File: config.mk
export PLATFORM = sky130hd
export DESIGN_NAME = axi_stream_burst_writer
export DESIGN_NICKNAME = d
export VERILOG_FILES = /design/src/rtl/axi_stream_burst_writer_pkg.sv /design/src/rtl/axi_stream_burst_writer.sv
export SDC_FILE = /design/constraint.sdc
export NUM_CORES = 1
export LEC_CHECK = 0
export ABC_AREA = 1
export BUFFER_PORTS_ARGS = -buffer_cell sky130_fd_sc_hd__buf_2
export CAP_MARGIN = 20
export CORE_MARGIN = 3
export CORE_UTILIZATION = 30
export CTS_BUF_LIST = sky130_fd_sc_hd__clkbuf_4
export DETAILED_ROUTE_END_ITERATION = 6
export PLACE_DENSITY = 0.59
export SLEW_MARGIN = 20
export SYNTH_ARGS = -nofsm -noshare
export SYNTH_HDL_FRONTEND = slang
export SYNTH_SLANG_ARGS = --single-unit
File: constraint.sdc
create_clock -name M_AXI_ACLK -period 6.72 [get_ports M_AXI_ACLK]
set_input_delay 0 -clock M_AXI_ACLK [delete_from_list [all_inputs] [get_ports M_AXI_ACLK]]
set_output_delay 0 -clock M_AXI_ACLK [all_outputs]
set_load 0.05 [all_outputs]
File: src/rtl/axi_stream_burst_writer_pkg.sv
// Shared types and constants for the AXI-Stream to AXI4 burst writer.
// Burst sizing lives here so the page-boundary rule has a single home.
package axi_stream_burst_writer_pkg;

  typedef enum logic [1:0] {
    ST_IDLE,
    ST_ADDR,
    ST_DATA,
    ST_RESP
  } state_t;

  localparam logic [2:0] SIZE_64    = 3'b011;
  localparam logic [1:0] BURST_INCR = 2'b01;
  localparam logic [1:0] RESP_OKAY  = 2'b00;
  localparam int         PAGE_BYTES = 4096;

  // Beats for the next burst: bounded by what is left, the burst cap and the 4 KB page end.
  function automatic logic [8:0] burst_len(input logic [15:0] remaining,
                                           input logic [11:0] page_off,
                                           input logic [8:0]  max_len);
    logic [15:0] page_beats;
    logic [15:0] len;
    page_beats = 16'((13'(PAGE_BYTES) - {1'b0, page_off}) >> 3);
    len        = {7'd0, max_len};
    if (page_beats < len) len = page_beats;
    if (remaining < len)  len = remaining;
    return len[8:0];
  endfunction

endpackage

File: src/rtl/axi_stream_burst_writer.sv
// Writes a stream of 64-bit beats to memory as AXI4 INCR bursts, one burst in flight,
// splitting commands at the burst cap and at every 4 KB page boundary.
module axi_stream_burst_writer
  import axi_stream_burst_writer_pkg::*;
#(
  parameter int C_M_AXI_ADDR_WIDTH = 32,
  parameter int C_M_AXI_DATA_WIDTH = 64,
  parameter int C_M_AXI_BURST_LEN  = 16
) (
  input  logic                            M_AXI_ACLK,
  input  logic                            M_AXI_ARESETN,
  input  logic                            CMD_VALID,
  output logic                            CMD_READY,
  input  logic [C_M_AXI_ADDR_WIDTH-1:0]   CMD_ADDR,
  input  logic [15:0]                     CMD_BEATS,
  input  logic [C_M_AXI_DATA_WIDTH-1:0]   S_AXIS_TDATA,
  input  logic                            S_AXIS_TVALID,
  output logic                            S_AXIS_TREADY,
  output logic                            DONE,
  output logic                            ERROR,
  output logic [C_M_AXI_ADDR_WIDTH-1:0]   M_AXI_AWADDR,
  output logic [7:0]                      M_AXI_AWLEN,
  output logic [2:0]                      M_AXI_AWSIZE,
  output logic [1:0]                      M_AXI_AWBURST,
  output logic                            M_AXI_AWVALID,
  input  logic                            M_AXI_AWREADY,
  output logic [C_M_AXI_DATA_WIDTH-1:0]   M_AXI_WDATA,
  output logic [C_M_AXI_DATA_WIDTH/8-1:0] M_AXI_WSTRB,
  output logic                            M_AXI_WLAST,
  output logic                            M_AXI_WVALID,
  input  logic                            M_AXI_WREADY,
  input  logic [1:0]                      M_AXI_BRESP,
  input  logic                            M_AXI_BVALID,
  output logic                            M_AXI_BREADY
);

  state_t                          state;
  logic [C_M_AXI_ADDR_WIDTH-1:0]   addr;
  logic [15:0]                     remaining;
  logic [7:0]                      beat_cnt;
  logic                            done_r;
  logic                            error_r;
  logic [8:0]                      len;
  logic                            w_hs;
  logic                            last_beat;

  // addr/remaining only move in RESP, so the AW fields derived from them stay put in ADDR.
  assign len       = burst_len(remaining, addr[11:0], 9'(C_M_AXI_BURST_LEN));
  assign last_beat = ({1'b0, beat_cnt} == (len - 9'd1));
  assign w_hs      = M_AXI_WVALID && M_AXI_WREADY;

  assign CMD_READY     = (state == ST_IDLE);
  assign M_AXI_AWVALID = (state == ST_ADDR);
  assign M_AXI_AWADDR  = addr;
  assign M_AXI_AWLEN   = 8'(len - 9'd1);
  assign M_AXI_AWSIZE  = SIZE_64;
  assign M_AXI_AWBURST = BURST_INCR;

  assign M_AXI_WVALID  = (state == ST_DATA) && S_AXIS_TVALID;
  assign S_AXIS_TREADY = (state == ST_DATA) && M_AXI_WREADY;
  assign M_AXI_WDATA   = S_AXIS_TDATA;
  assign M_AXI_WSTRB   = '1;
  assign M_AXI_WLAST   = (state == ST_DATA) && last_beat;
  assign M_AXI_BREADY  = (state == ST_RESP);

  assign DONE  = done_r;
  assign ERROR = error_r;

  always_ff @(posedge M_AXI_ACLK or negedge M_AXI_ARESETN) begin
    if (!M_AXI_ARESETN) begin
      state     <= ST_IDLE;
      addr      <= '0;
      remaining <= '0;
      beat_cnt  <= '0;
      done_r    <= 1'b0;
      error_r   <= 1'b0;
    end else begin
      done_r <= 1'b0;
      case (state)
        ST_IDLE: begin
          if (CMD_VALID) begin
            error_r   <= 1'b0;
            addr      <= CMD_ADDR & ~C_M_AXI_ADDR_WIDTH'(7);
            remaining <= CMD_BEATS;
            beat_cnt  <= '0;
            if (CMD_BEATS == 16'd0) done_r <= 1'b1;
            else                    state  <= ST_ADDR;
          end
        end
        ST_ADDR: begin
          if (M_AXI_AWREADY) state <= ST_DATA;
        end
        ST_DATA: begin
          if (w_hs) begin
            if (last_beat) begin
              beat_cnt <= '0;
              state    <= ST_RESP;
            end else begin
              beat_cnt <= beat_cnt + 8'd1;
            end
          end
        end
        ST_RESP: begin
          // A bad response is recorded but the remaining bursts still go out.
          if (M_AXI_BVALID) begin
            if (M_AXI_BRESP != RESP_OKAY) error_r <= 1'b1;
            addr      <= addr + C_M_AXI_ADDR_WIDTH'({len, 3'b000});
            remaining <= remaining - 16'(len);
            if (remaining == 16'(len)) begin
              done_r <= 1'b1;
              state  <= ST_IDLE;
            end else begin
              state  <= ST_ADDR;
            end
          end
        end
        default: state <= ST_IDLE;
      endcase
    end
  end

endmodule
==> metrics.md, run 1 <==
| Metric | Value |
|---|---|
| Vias in the first global route | `5,268` |
| Overflow after GRT | `0` |
| Post-CTS Setup Inserts | `0` |
| Max Freq | `approximately 170 MHz` |
| Die Footprint | `slightly above 20,000 µm²` |
| Worst path max stage delay | `0.47 ns` |
| Crit path time final | `5.80 ns` |
| Row count | `49` |
| Post-Layout Inst Area | `6480 µm²` |
| Worst setup path class | `register to register` |
| Max clock buf depth | `2` |
| Cts repair resizes | `0` |
| Setup Skew | `0.0168 ns` |
| Placed Area | `approximately 6000 µm²` |
| Post-route clock period utilization | `0.864` |
| Fraction of registers with async set/reset | `1.00` |
| Largest net degree at the start of global routing | `58` |
| EDFF count, synth | `0` |
| Maximum resistive drop on vdd | `0.275 mV` |
| Nets | `1,039` |
| CTS tree | `built` |
| Hold Fails Final Rpt | `0` |
| Placed wire-length estimate | `12,000 µm` |
| FF-to-FF Start | `M_AXI_AWADDR[3]` |
| Synth-to-Final Area Change | `14.6%` |
| Core Box Area | `18,300 µm²` |
| Tot GR Track Use | `0.158` |
| DR vias/cell | `4.78` |
| Io pins | `246` |
| Placed insts | `1,047` |
| Hold path startpoint | `S_AXIS_TDATA[17]` |
| Routability Congestion | `0.819` |
| Global-route wire length before repair | `26,100 µm` |
| Crit path max fanout | `13` |
| Clk Latency, worst-skew pair | `0.44 ns` |
| Reg2reg path depth | `42` |
| Root Buffer | `clkbuf_4` |
| Initial antenna violation count | `0` |
| Drt drc | `0` |
| Synth warn | `0` |
| Status | `complete, no violations` |
| Arr. time, crit path | `6.11 ns` |
| Synth Instances | `slightly below 800` |
| Critical Path Sink Type | `register` |
| Drt wl/cell | `~14 µm` |
| I/O Buffers | `~100` |
| Num CTS Buffers | `9` |
| CP delay by family, top | `simple AND/OR/NAND/NOR gates` |
| Total Wirelength | `16,000 µm` |
| Slowest CP cell | `dfrtp_1` |
| Pwr Density | `478 nW/µm²` |
| Distinct cells, synth | `49` |
| Share of layout cells above drive strength 1 | `0.191` |
| Met2 Usage GRT | `0.262` |
| Final Max Slew Viols | `0` |
| Router iterations before antenna repair | `5` |
| DRT iter0 DRCs | `335` |
| Crit path required time | `7.03 ns` |
| Routed Antenna Nets | `0` |
| Clk slew on worst S/H paths | `approximately 0.11 ns` |
| Max-Slew Margin vs Limit | `0.339` |
| Non-Filler Instances | `around 1,100` |
| Die width | `roughly 140 µm` |
| Htree depth | `3` |
| CP Launch Point | `M_AXI_AWADDR[3]` |
| Setup TNS | `0 ns` |
| Hold Crit Class | `input port to primary output` |
| Die span in y | `between 100 and 150 µm` |
| # setup viols final | `0` |
| GR Util met3 | `0.0246` |
| Busiest grt layer | `met2` |
| Actual slew at the worst max-slew pin | `about 1 ns` |
| Sequential fraction of the synthesis area | `0.252` |
| Mapped cell area | `5660 µm²` |
| Yosys reg bits | `57` |
| WP buf/inv | `4` |
| Stages on the worst setup path | `42` |
| RSZ-0062 raised after global routing | `no` |
| DR vias | `5,332` |
| Most common cell on crit path | `nand2_1` |
| LEAKAGE | `0.00311 µW` |
| Avg Cell Area, Syn | `roughly 7.1 µm²` |
| # diodes | `0` |
| CTS Sinks | `between 50 and 60` |
| Initial Util | `0.310` |
| M1 GR Usage | `0.209` |
| Critical path launch point type | `register` |
| Hold depth | `0` |
| Most used DFF post-synth | `dfrtp_1` |
| Max Cap Viol | `0` |
==> sequential cells by signal, indices dropped and copies added (netlist names) <==
signal / cells
DONE: 1
ERROR: 1
M_AXI_AWADDR: 29
beat_cnt: 8
remaining: 16
state: 2
==> layer usage <==
| metal | part of all wire | routed length [µm] | vias to the layer above |
|---|---|---|---|
| met2 | 0.47 | 7530 | 122 |
| met3 | 0.042 | 665 | 23 |
| met1 | 0.47 | 7440 | 2464 |
| met4 | 0.022 | 347 | 0 |
| li1 | - | - | 2723 |
| met5 | 0 | 0 | - |
==> where the power goes <==
part	switching [µW]	internal (µW)	leakage, µW
clock network	145	80.1	0.0000655
logic	1510	648	0.00234
registers	206	505	0.000706
==> worst paths after layout <==
path | endpoint | slack [ns]
max in group asynchronous | M_AXI_AWADDR[18] | 5.95
min | M_AXI_WDATA[17] | 0.00002
max reg2reg | M_AXI_AWADDR[29] | 0.92
min in group asynchronous | remaining[6] | 0.25
min reg2reg | ERROR | 0.52
max | M_AXI_AWADDR[29] | 0.92
==> kinds of logic (layout without fill, tap and decap cells) <==
logic type                 after synthesis  after routing  synth area share
xor gates and xnor gates                16             16            0.0248
DFF                                     57             57             0.252
buffers and inverters                  200            272             0.189
adders and majority gates               37             37            0.0845
other                                    2             21           0.00133
and+or+nand+nor                        328            328             0.282
AOI/OAI and AO/OA                      155            155             0.167
==> what timing repair did <==
| action | CTS | global route |
|---|---|---|
| hold buffers | 51 | 0 |
| endpoints found under the setup margin | 0 | 0 |
| hold endpoints to repair | 110 | 0 |
==> synthesized netlist by cell type (13+ instances only) <==
| cell | n | area share |
|---|---|---|
| a21oi_1 | 39 | 0.034 |
| clkbuf_1 | 13 | 0.0086 |
| nor2_1 | 65 | 0.043 |
| dfrtp_1 | 57 | 0.25 |
| nand2_1 | 134 | 0.089 |
| buf_4 | 80 | 0.11 |
| inv_1 | 99 | 0.066 |
| ha_1 | 35 | 0.077 |
| nand2_2 | 13 | 0.014 |
| xor2_1 | 15 | 0.023 |
| o21ai_0 | 52 | 0.046 |
| nand3_1 | 52 | 0.046 |
| a22oi_1 | 18 | 0.024 |
==> worst register-to-register path, delay by kind of cell, from the launching register on <==
kind	cells	cell delay [ns]
buffers and inverters	4	0.37
adders and majority gates	4	1.14
AOI/OAI and AO/OA	6	0.80
xor gates and xnor gates	1	0.15
DFF	1	0.47
and+or+nand+nor	27	2.74
==> metrics by stage <==
stage | hold WS [ns] | total power (µW) | setup WS [ns] | util
after floorplan | -0.296 | 2430 | 1.30 | -
after global placement | 0.000341 | 2810 | 1.05 | 0.320
after detailed placement | 0.000341 | 2840 | 0.980 | 0.320
after CTS | 0.000341 | 3090 | 0.938 | 0.354
after global routing | 0.0000718 | 3390 | 0.255 | 0.355
final | 0.0000193 | 3100 | 0.917 | 0.355
==> layout make-up <==
type,count,area [µm²]
timing repair buffer,153,1040
tap,229,287
clock inverter,5,22.5
clock buffer,11,82.6
multi-input combinational,557,3240
sequential,57,1430
inverter,103,387
fill,1938,11800
==> cell usage in the layout, fill, tap and decap left out, types with 13 or more instances in the layout <==
cell           Yosys  layout
nand2_1          134     134
inv_1             99      99
buf_2              1      98
nor2_1            65      65
dfrtp_1           57      57
o21ai_0           52      52
nand3_1           52      52
dlygate4sd3_1      0      51
a21oi_1           39      38
ha_1              35      35
conb_1             2      21
a22oi_1           18      18
xor2_1            15      15
nand2_2           13      13
Note: power is estimated with default switching activity, not from simulation.
==> run 2, diff against run 1 <==
--- a/config.mk
+++ b/config.mk
@@ -13,6 +13,7 @@
 export CTS_BUF_LIST = sky130_fd_sc_hd__clkbuf_4
 export DETAILED_ROUTE_END_ITERATION = 6
 export PLACE_DENSITY = 0.59
+export RECOVER_POWER = 50
 export SLEW_MARGIN = 20
 export SYNTH_ARGS = -nofsm -noshare
 export SYNTH_HDL_FRONTEND = slang
==> run 2 against run 1 <==
Effect of this change: global-route usage did not move; power barely moved; the run now ends with max-capacitance violations, max-slew violations left; critical path type unchanged; highest routed layer unchanged; first-iteration DRC count did not move.
==> metrics.md, run 2 (synthesis gave the netlist of run 1 again) <==
| Metric | Value |
|---|---|
| Post-CTS Setup Inserts | `0` |
| DRT iter0 DRCs | `335` |
| Final Power | `3100 µW` |
| Routability Congestion | `around 0.82` |
| Drt drc | `0` |
| # setup viols final | `0` |
| Placed insts | `~1,000` |
| Non-Filler Instances | `1,115` |
| DR vias | `5,342` |
| WP buf/inv | `4` |
| Post-route clock period utilization | `0.863` |
| CP delay by family, top | `simple AND/OR/NAND/NOR gates` |
| Core Box Area | `18,300 µm²` |
| Pwr Density | `478 nW/µm²` |
| Critical path launch point type | `register` |
| Slowest CP cell | `dfrtp_1` |
| Most common cell after layout, fill and taps aside | `nand2_1` |
| I/O Buffers | `98` |
| DP Worst Slack | `0.980 ns` |
| Global-route wire length before repair | `26,100 µm` |
| Layout Utilization | `0.355` |
| Synth-to-Final Area Change | `14.5%` |
| Maximum resistive drop on vdd | `0.275 mV` |
| Router iterations before antenna repair | `5` |
| Max-Slew Margin vs Limit | `-1.24` |
| Num CTS Buffers | `9` |
| Largest register FFs | `29` |
| LEAKAGE | `0.00310 µW` |
| Drt wl/cell | `about 14 µm` |
| Worst path max stage delay | `0.47 ns` |
| Violated checks | `max-capacitance violations, max-slew violations` |
| Crit path required time | `7.03 ns` |
| Most common cell on crit path | `nand2_1` |
| Critical Path Sink Type | `register` |
| Worst setup path class | `register to register` |
| Routed Antenna Nets | `0` |
| Total Wirelength | `approximately 16,000 µm` |
| Crit path max fanout | `13` |
| DR vias/cell | `4.79` |
| Share of layout cells above drive strength 1 | `0.190` |
| Die Footprint | `20,500 µm²` |
| Crit path time final | `5.80 ns` |
| RSZ-0062 raised after global routing | `no` |
| CTS tree | `built` |
| Root Buffer | `clkbuf_4` |
| Die span in y | `143 µm` |
| Max Cap Viol | `1` |
| Nets | `about 1,000` |
| Tot GR Track Use | `0.158` |
| Clk slew on worst S/H paths | `roughly 0.11 ns` |
| Hold Crit Class | `input port to primary output` |
| Arr. time, crit path | `6.11 ns` |
| Status | `finished, violations left` |
| Placed wire-length estimate | `around 12,000 µm` |
| CTS Sinks | `57` |
| Max clock buf depth | `2` |
| Largest net degree at the start of global routing | `58` |
| Vias in the first global route | `5,268` |
| Initial Util | `0.310` |
| Max Freq | `172 MHz` |
| Post-route setup slack | `0.922 ns` |
| Row count | `49` |
| Setup Skew | `0.0169 ns` |
| Clk Latency, worst-skew pair | `approximately 0.44 ns` |
| Final Max Slew Viols | `58` |
| Actual slew at the worst max-slew pin | `roughly 3.4 ns` |
| Commonest non-fill, non-tap cells in the layout | `134 x nand2_1, 99 x inv_1, 98 x buf_2` |
| Setup TNS | `0 ns` |
| Hold Fails Final Rpt | `0` |
| Die width | `143 µm` |
| Initial antenna violation count | `0` |
| Overflow after GRT | `0` |
| Io pins | `roughly 250` |
| Htree depth | `3` |
| Cts repair resizes | `0` |
| # diodes | `0` |
-- run 2: cell count changes in the layout (fill, tap and decap cells not counted) --
cell	before	now
buf_4	3	2
clkbuf_1	0	1
-- run 2: worst paths after layout --
| path | startpoint | endpoint | slack (ns) | cells after the start |
|---|---|---|---|---|
| setup / recovery | M_AXI_AWADDR[3] | M_AXI_AWADDR[29] | 0.92 | 42 |
| hold / removal | S_AXIS_TDATA[17] | M_AXI_WDATA[17] | 0.00002 | 0 |
| setup reg to reg | M_AXI_AWADDR[3] | M_AXI_AWADDR[29] | 0.92 | 42 |
| hold reg to reg | ERROR | ERROR | 0.52 | 2 |
| max in group asynchronous | M_AXI_ARESETN | M_AXI_AWADDR[18] | 3.52 | 3 |
| min in group asynchronous | M_AXI_ARESETN | remaining[14] | 1.31 | 3 |
-- run 2: what timing repair did --
action / in CTS / in global routing
endpoints found under the setup margin: 0 / 0
hold buffers: 51 / 0
endpoints found under the hold margin: 110 / 0
-- run 2: final cells by class --
type / count / area [µm²]
inverter: 103 / 387
timing repair buffer: 153 / 1030
multi-input combinational: 557 / 3240
clock inverter: 5 / 22.5
sequential: 57 / 1430
tap: 229 / 287
clock buffer: 11 / 82.6
fill: 1937 / 11800
-- run 2: power by group --
group	switching [µW]	internal [µW]	total [µW]
combinational	1510	648	2160
clock	145	80.1	225
sequential	205	505	711
-- run 2: metal layers --
layer / routed length (µm) / track usage
met3: 678 / 0.0246
met2: 7520 / 0.262
met4: 347 / 0.0595
met5: 0 / 0
met1: 7420 / 0.209
-- run 2: per-stage QoR --
stage               hold WS, ns  area (µm²)
floorplan                -0.296        5730
global placement       0.000341        5850
detailed placement     0.000341        5850
CTS                    0.000341        6470
global route          0.0000718        6480
finish                0.0000193        6480
